File: config.mk
export PLATFORM = sky130hd
export DESIGN_NAME = led_page_scanner
export DESIGN_NICKNAME = d
export VERILOG_FILES = /design/src/rtl/led_scan_pkg.sv /design/src/rtl/switch_debounce.sv /design/src/rtl/led_page_scanner.sv
export SDC_FILE = /design/constraint.sdc
export NUM_CORES = 1
export LEC_CHECK = 0
export BUFFER_PORTS_ARGS = -buffer_cell sky130_fd_sc_hd__buf_2
export CORE_MARGIN = 1
export CORE_UTILIZATION = 40
export CTS_CLUSTER_DIAMETER = 80
export DETAILED_ROUTE_END_ITERATION = 8
export SYNTH_ARGS = -nofsm -noshare
export SYNTH_HDL_FRONTEND = slang
export SYNTH_SLANG_ARGS = --single-unit
export TNS_END_PERCENT = 10
File: constraint.sdc
create_clock -name clk -period 3.5 [get_ports clk]
set_clock_uncertainty 0.15 [all_clocks]
set_input_delay 0.7 -clock clk [delete_from_list [all_inputs] [get_ports clk]]
set_output_delay 0.7 -clock clk [all_outputs]
set_load 0.02 [all_outputs]
File: src/rtl/led_scan_pkg.sv
// Shared types and constants for the LED page scanner.
package led_scan_pkg;

    // Display mode: switch-selected page or timed rotation through all pages.
    typedef enum logic {
        MANUAL,
        AUTO
    } scan_state_t;

    localparam logic [7:0] DEFAULT_PATTERN_8 = 8'hFF;

endpackage

File: src/rtl/switch_debounce.sv
// One-bit switch conditioner: 2-FF synchroniser followed by a stability counter.
// The accepted value follows the synchronised input only after it has differed
// from the accepted value for CYCLES consecutive clocks.
module switch_debounce #(
    parameter int unsigned CYCLES = 1_000_000
) (
    input  logic clk,
    input  logic rst,
    input  logic raw,
    output logic stable
);

    localparam int unsigned CntW = $clog2(CYCLES + 1);
    // Acceptance happens on the clock that would take the count to CYCLES.
    localparam logic [CntW-1:0] CntLast = CntW'(CYCLES - 1);

    logic            meta_q;
    logic            sync_q;
    logic            acc_q;
    logic [CntW-1:0] cnt_q;

    // Bring the asynchronous switch into the clk domain.
    always_ff @(posedge clk) begin
        if (rst) begin
            meta_q <= 1'b0;
            sync_q <= 1'b0;
        end else begin
            meta_q <= raw;
            sync_q <= meta_q;
        end
    end

    // Count consecutive disagreeing cycles; any bounce back restarts the count.
    always_ff @(posedge clk) begin
        if (rst) begin
            acc_q <= 1'b0;
            cnt_q <= '0;
        end else if (sync_q == acc_q) begin
            cnt_q <= '0;
        end else if (cnt_q == CntLast) begin
            acc_q <= sync_q;
            cnt_q <= '0;
        end else begin
            cnt_q <= cnt_q + CntW'(1);
        end
    end

    assign stable = acc_q;

endmodule

File: src/rtl/led_page_scanner.sv
// N-channel LED page display: per-channel shadow capture, debounced manual
// selection or timed automatic rotation, registered LED and channel outputs.
module led_page_scanner
    import led_scan_pkg::*;
#(
    parameter int unsigned      NUM_CH          = 4,
    parameter int unsigned      WIDTH           = 8,
    parameter int unsigned      SEL_W           = 2,
    parameter int unsigned      DWELL_CYCLES    = 50_000_000,
    parameter int unsigned      DEBOUNCE_CYCLES = 1_000_000,
    parameter logic [WIDTH-1:0] DEFAULT_PATTERN = DEFAULT_PATTERN_8
) (
    input  logic                    clk,
    input  logic                    rst,
    input  logic [SEL_W-1:0]        sw_sel,
    input  logic                    sw_auto,
    input  logic [NUM_CH*WIDTH-1:0] ch_data,
    input  logic [NUM_CH-1:0]       ch_valid,
    output logic [WIDTH-1:0]        led,
    output logic [SEL_W-1:0]        cur_ch,
    output logic                    auto_on
);

    localparam int unsigned       DwellW    = $clog2(DWELL_CYCLES);
    localparam logic [DwellW-1:0] DwellLast = DwellW'(DWELL_CYCLES - 1);
    localparam logic [SEL_W-1:0]  ChLast    = SEL_W'(NUM_CH - 1);

    // Switch conditioning: bit SEL_W is the mode switch, the rest select the page.
    logic [SEL_W:0] sw_raw;
    logic [SEL_W:0] sw_deb;

    assign sw_raw = {sw_auto, sw_sel};

    for (genvar i = 0; i <= SEL_W; i++) begin : g_deb
        switch_debounce #(
            .CYCLES(DEBOUNCE_CYCLES)
        ) u_deb (
            .clk   (clk),
            .rst   (rst),
            .raw   (sw_raw[i]),
            .stable(sw_deb[i])
        );
    end

    logic [SEL_W-1:0] deb_sel;
    logic             deb_auto;

    assign deb_sel  = sw_deb[SEL_W-1:0];
    assign deb_auto = sw_deb[SEL_W];

    // Shadow registers and captured flags; any mix of strobes loads together.
    logic [WIDTH-1:0]  shadow_q [NUM_CH];
    logic [NUM_CH-1:0] captured_q;

    // Latch each channel on its strobe, independent of display mode.
    always_ff @(posedge clk) begin
        if (rst) begin
            for (int k = 0; k < NUM_CH; k++) begin
                shadow_q[k] <= '0;
            end
            captured_q <= '0;
        end else begin
            for (int k = 0; k < NUM_CH; k++) begin
                if (ch_valid[k]) begin
                    shadow_q[k]   <= ch_data[k*WIDTH +: WIDTH];
                    captured_q[k] <= 1'b1;
                end
            end
        end
    end

    scan_state_t       state_q, state_d;
    logic [DwellW-1:0] dwell_q, dwell_d;
    logic [SEL_W-1:0]  cur_ch_q, cur_ch_d;
    logic [WIDTH-1:0]  led_q, led_d;
    logic              auto_on_q;

    // Next mode, dwell count and displayed channel; a mode change beats dwell expiry.
    always_comb begin
        state_d  = state_q;
        dwell_d  = dwell_q;
        cur_ch_d = cur_ch_q;
        unique case (state_q)
            MANUAL: begin
                if (deb_auto) begin
                    state_d  = AUTO;
                    dwell_d  = '0;
                    cur_ch_d = '0;
                end else begin
                    cur_ch_d = deb_sel;
                end
            end
            AUTO: begin
                if (!deb_auto) begin
                    state_d  = MANUAL;
                    dwell_d  = '0;
                    cur_ch_d = deb_sel;
                end else if (dwell_q == DwellLast) begin
                    dwell_d  = '0;
                    cur_ch_d = (cur_ch_q == ChLast) ? '0 : cur_ch_q + SEL_W'(1);
                end else begin
                    dwell_d = dwell_q + DwellW'(1);
                end
            end
            default: state_d = MANUAL;
        endcase
    end

    // Page value for the channel about to be shown; uncaptured or out-of-range gives the default.
    always_comb begin
        led_d = DEFAULT_PATTERN;
        for (int k = 0; k < NUM_CH; k++) begin
            if (cur_ch_d == SEL_W'(k) && captured_q[k]) begin
                led_d = shadow_q[k];
            end
        end
    end

    // Mode FSM with registered outputs.
    always_ff @(posedge clk) begin
        if (rst) begin
            state_q   <= MANUAL;
            dwell_q   <= '0;
            cur_ch_q  <= '0;
            led_q     <= DEFAULT_PATTERN;
            auto_on_q <= 1'b0;
        end else begin
            state_q   <= state_d;
            dwell_q   <= dwell_d;
            cur_ch_q  <= cur_ch_d;
            led_q     <= led_d;
            auto_on_q <= (state_d == AUTO);
        end
    end

    assign led     = led_q;
    assign cur_ch  = cur_ch_q;
    assign auto_on = auto_on_q;

endmodule

# After elaboration in Yosys (flattened, before gate mapping)
# Memories as Yosys holds them, arrays and structs flattened.
# Cells that the tools add are included.
# totals
reg_bits	110
mem_bits_rw	32
inputBits	41
out_inout_bits	11
wordCells	89
n_memories	1
# classes
n_addsub	5
eq_ne	12
muxes	32
bitwise	8
reduce_logical	11
# memory_table
name	depth	width	rd	rd_clocked_by_memory_dff	wr	line_no	rtl
shadow_q	4	8	4	0	4	led_page_scanner.sv:52	logic [WIDTH-1:0] shadow_q [NUM_CH];
# ops
cell	count
$mux 26	3
$mux 8	8
$add 20x1->20 const B	3
$eq 20x20->1 const B	3
$pmux 26 s2	1
$add 26x1->26 const B	1
$eq 26x26->1 const B	1
$mux 1	15
$reduce_or 3->1	3
$mux 2	4
$eq 2x2->1 const B	3
$reduce_and 2->1	3
$logic_and 1x1->1	4
$not 1->1	4
$or 1x1->1	4
$pmux 2 s2	1
$eq 1x1->1	3
$add 2x1->2 const B	1
$eq 2x1->1 const B	1
$logic_not 2->1	1
$ne 2x1->1 const B	1

# Depth between registers and ports, before layout
# logic_depth
word_depth	11
ltp_mapped	9
mapped_depth_nobuf	7

# By module
# Synthesis repeated with hierarchy kept, for this count alone.
# hier_totals
hier_cells	697
area_unflattened_um2	6686.4
# modules_own_cells
module	n_inst	cells_each	area_each_um2
led_page_scanner	1	349	3510.9
switch_debounce	3	116	1058.5

# Worst setup path before layout
# No wires, ideal clock.
# synth_path
path_kind	reg2reg
startpoint	register dwell_q[17]
endpoint	register led_q[0], in the netlist led[0]
setup_time_ns	0.096
t_arrival_ns	2.248
required_time_ns	3.254
setup_slack_ns	1.006
stages_incl_launch_ff	9
path_cell_list	dfxtp_1 buf_6 or4b_1 or4_4 o211ai_2 a31oi_4 and2_4 buf_6 o41ai_2
# synth_between
elab_chain_cells	10
elab_cells_between_ends	16
cone_classes	eq/ne (4); mux (7); reduce/logical (5)
# synth_rtl
element	line_no	rtl
start: declaration	led_page_scanner.sv:73	logic [DwellW-1:0] dwell_q, dwell_d;
start signal: assignment	led_page_scanner.sv:129	dwell_q <= dwell_d;
$eq 26x26->1 *	led_page_scanner.sv:98	end else if (dwell_q == DwellLast) begin
$mux 2 *	led_page_scanner.sv:98	
$mux 2 *	led_page_scanner.sv:94	if (!deb_auto) begin
$pmux 2 s2 *	led_page_scanner.sv:83	unique case (state_q)
$logic_not 2->1	led_page_scanner.sv:113	if (cur_ch_d == SEL_W'(k) && captured_q[k]) begin
$logic_and 1x1->1	led_page_scanner.sv:113	
$mux 8 (3 in series)	led_page_scanner.sv:113	
$mux 8 *	led_page_scanner.sv:113	
end signal: assignment	led_page_scanner.sv:131	led_q <= led_d;
end: declaration	led_page_scanner.sv:75	logic [WIDTH-1:0] led_q, led_d;
# Every way passes the cells marked *; elsewhere a longest branch is shown, timed or not.
# A chain may end at the register's enable or synchronous reset.

# Worst setup path after layout
# layout_path
startpoint	register dwell_q[17]
endpoint	register led_q[1], in the netlist led[1]
# The elaborated chain is that of the path after synthesis.

==> flow_summary_export.csv <==
group,metric,value,unit
worst_setup_path,startpoint,"dwell_q[17]$_SDFFE_PP0P_",
outcome,status,"complete, no violations",
power_and_ir_drop,power_density,489,mW/mm^2
worst_setup_path,r2r_slack,0.41,ns
cells_and_area,final_area,0.00750,mm^2
yosys,postSynthCellCount,670,
sta,relSlewSlack,39.9,%
sta,hold_viol,0,
yosys,ys_types,54,
sta,holdWs,0.290,ns
worst_setup_path,worst_setup_path_end_kind,"register",
yosys,synth_enable_flop_cells,32,
worst_setup_path,rr_startpoint,"dwell_q[17]$_SDFFE_PP0P_",
drt,dr.pass1.iters,5,
drt,route.vias.total,4915,
worst_setup_path,crit_fanout,33,
die,die_w,129,um
die,row_count,46,
worst_setup_path,crit_type,"register to register",
job,maxCapViolations,0,
worst_setup_path,required,3.66,ns
worst_hold_path,worstHoldStart,"g_deb[2].u_deb.meta_q$_SDFF_PP0_",
cts,post-cts-setup-buffers,0,
sta,final-setup-viol-count,0,
sta,layout_setup_ws,0.407,ns
yosys,yosys-top-cells-area,"dfxtp_1 34%, edfxtp_1 15%, nor2_1 5.6%",
cts,cts_root_buf,"clkbuf_16",
cts,cts_tree,"yes",
cts,htreeDepth,4,
global_route,grt_max_degree,34,
worst_hold_path,worstHoldEndpoint,"g_deb[2].u_deb.sync_q$_SDFF_PP0_",
power_and_ir_drop,finalPower,3.67,mW
drt,dr.first_iter.drc_count,280,
worst_setup_path,worstSetupStartpointType,"register",
placement,hpwl,9120,um
worst_hold_path,hold_path_class,"register to register",
sta,fin_crit,3.09,ns
cts,postCtsResizedCells,0,
yosys,avgSynthCellArea,9.70,um^2
cells_and_area,diodes,0,
cells_and_area,drive_above_1_share,15.8,%
yosys,ys_top_cells_by_count,"110 x dfxtp_1, 97 x nor2_1, 39 x nand2_1",
worst_hold_path,hold_path_depth,1,
cells_and_area,area_growth,15.5,%
placement,gp_congestion,0.767,
global_route,grt_pass1_vias,4706,
worst_setup_path,reg2reg_to,"led[1]$_SDFF_PP1_",
cells_and_area,post-route-util,47.2,%
die,core_area,0.0159,mm^2
drt,wire_per_inst,14.0,um
yosys,yosys_warnings,0,
global_route,antenna_found_initial,0,
die,io_pins,52,
sta,finalMaxSlewViolations,0,
cts,cts_buffers,17,
yosys,seq_area_frac_synth,48.7,%
worst_setup_path,arrival,3.25,ns
yosys,synth_top_area_share,33.9,%
die,floorplan.die_area,0.0168,mm^2
worst_setup_path,ff2ff_path_depth,6,
yosys,synth_nets,716,
drt,routed_wl,13200,um
drt,viasPerCell,5.22,
global_route,grt_use_total,16.7,%
yosys,synth_flop_cell,"dfxtp_1",
cts,cts_hold_buf,0,
worst_setup_path,cp_cell_sequence,"or4b_1 -> or4_4 -> o211ai_2 -> nand3_2 -> and2_4 -> o41ai_2",
global_route,grt_first_pass_wirelength,22000,um
cts,cts_sinks,142,
drt,ant_nets,0,
power_and_ir_drop,p_leak,2.65,nW
cells_and_area,layout.cells.non_filler,942,
placement,placed_area,0.00690,mm^2
drt,drc,0,
power_and_ir_drop,vdd_drop_max,341,uV
yosys,yosys_register_bits,142,
worst_setup_path,worst_path_max_delay_cell,"or4b_1",
sta,fmax,323,MHz
yosys,synth_area,0.00650,mm^2
sta,post-route-period-util,88.4,%
cts,clk_pin_slew_worst_paths,0.06,ns
die,die_h,129,um
placement,preCtsSetupSlack,0.434,ns
cts,clk_path_buf_depth,2,
sta,setup_tns,0,ns
sta,tightest_slew,0.898,ns
sta,grt_setup_unrepaired,"no",
yosys,yosysMostFrequentCell,"dfxtp_1",
yosys,synth-async-reset-ratio,0,%
placement,io_buffers,51,
worst_setup_path,critPathMaxStageDelay,0.52,ns
yosys,synth_top_cell_by_area,"dfxtp_1",
global_route,gr-total-overflow,0,
cells_and_area,nNetsFinal,759,
cts,clock_latency,0.42,ns
die,start_util,40.9,%
placement,dp_cells,910,
how the worst max path moves through the flow:
stage / to / slack [ns]
2_1_floorplan: led[0]$_SDFF_PP1_ / 1.01
3_3_place_gp: led[4]$_SDFF_PP1_ / 0.57
3_5_place_dp: led[1]$_SDFF_PP1_ / 0.43
4_1_cts: led[1]$_SDFF_PP1_ / 0.41
5_1_grt: led[5]$_SDFF_PP1_ / 0.20
6_report: led[1]$_SDFF_PP1_ / 0.41
critical path: cells and delay by family (launching register included):
family	cells	cell delay [ns]
flip-flops	1	0.47
AND/OR/NAND/NOR	4	1.82
AO/OA/AOI/OAI	2	0.55
logic make-up after synthesis:
logic type      share of synthesized area (%)
fa+ha+maj                               0.963
simple gates                             30.1
flops                                    48.7
buf+inv                                  2.89
compound gates                           9.51
xor+xnor                                 7.42
mux                                     0.462
per-layer routing:
metal,share of wire [%],global-route usage (%),vias to the layer above
li1,-,-,2491
met1,47,20.9,2303
met2,47,27.0,97
met3,3.2,3.55,24
met4,2.6,8.89,0
met5,0,0,-
power by group:
| part | internal (mW) | leakage, nW | switching, mW |
|---|---|---|---|
| combinational | 0.0497 | 1.12 | 0.0542 |
| clock | 1.15 | 0.303 | 0.669 |
| sequential | 1.72 | 1.23 | 0.0239 |
cell usage in the layout, fill, tap and decap left out, types with 3 or more instances in the layout:
cell,synthesis,layout
dfxtp_1,110,110
nor2_1,97,97
buf_2,5,51
nand2_1,39,39
and2_1,37,37
edfxtp_1,32,32
nand3_1,28,28
xnor2_1,28,28
xor2_1,27,27
and3_1,26,26
a21oi_1,22,22
nand4_1,20,20
o21ai_0,19,19
clkbuf_16,0,18
nor2b_1,14,14
a31oi_1,13,13
a311oi_1,10,10
and4b_1,10,10
nor4b_1,10,10
inv_1,9,9
o41ai_2,8,9
or3_1,9,9
nor4_1,7,7
and4_1,7,7
and4bb_2,6,6
nor3_1,6,6
or2_2,5,5
ha_1,5,5
nand4b_1,4,4
clkinv_2,0,4
nand3b_1,3,3
a22oi_1,3,3
mux2i_1,3,3
clkbuf_8,0,3
buf_4,2,3
final cells by class:
type                       instances  area, um^2
fill                            1557        8380
sequential                       142        3160
multi-input combinational        489        3150
clock buffer                      23         499
timing repair buffer              54         278
tap                              216         270
clock inverter                     9         104
inverter                           9        33.8
state kept, by name (all words and copies together), names as in the netlist, 2 cells and up:
signal and cells:
dwell_q 26, g_deb.u_deb.meta_q 3, g_deb.u_deb.sync_q 3, cur_ch 2
shadow_q 32, g_deb.u_deb.cnt_q 60, led 8, g_deb.u_deb.stable 3
captured_q 4
Power figures use the tool's default switching activity.
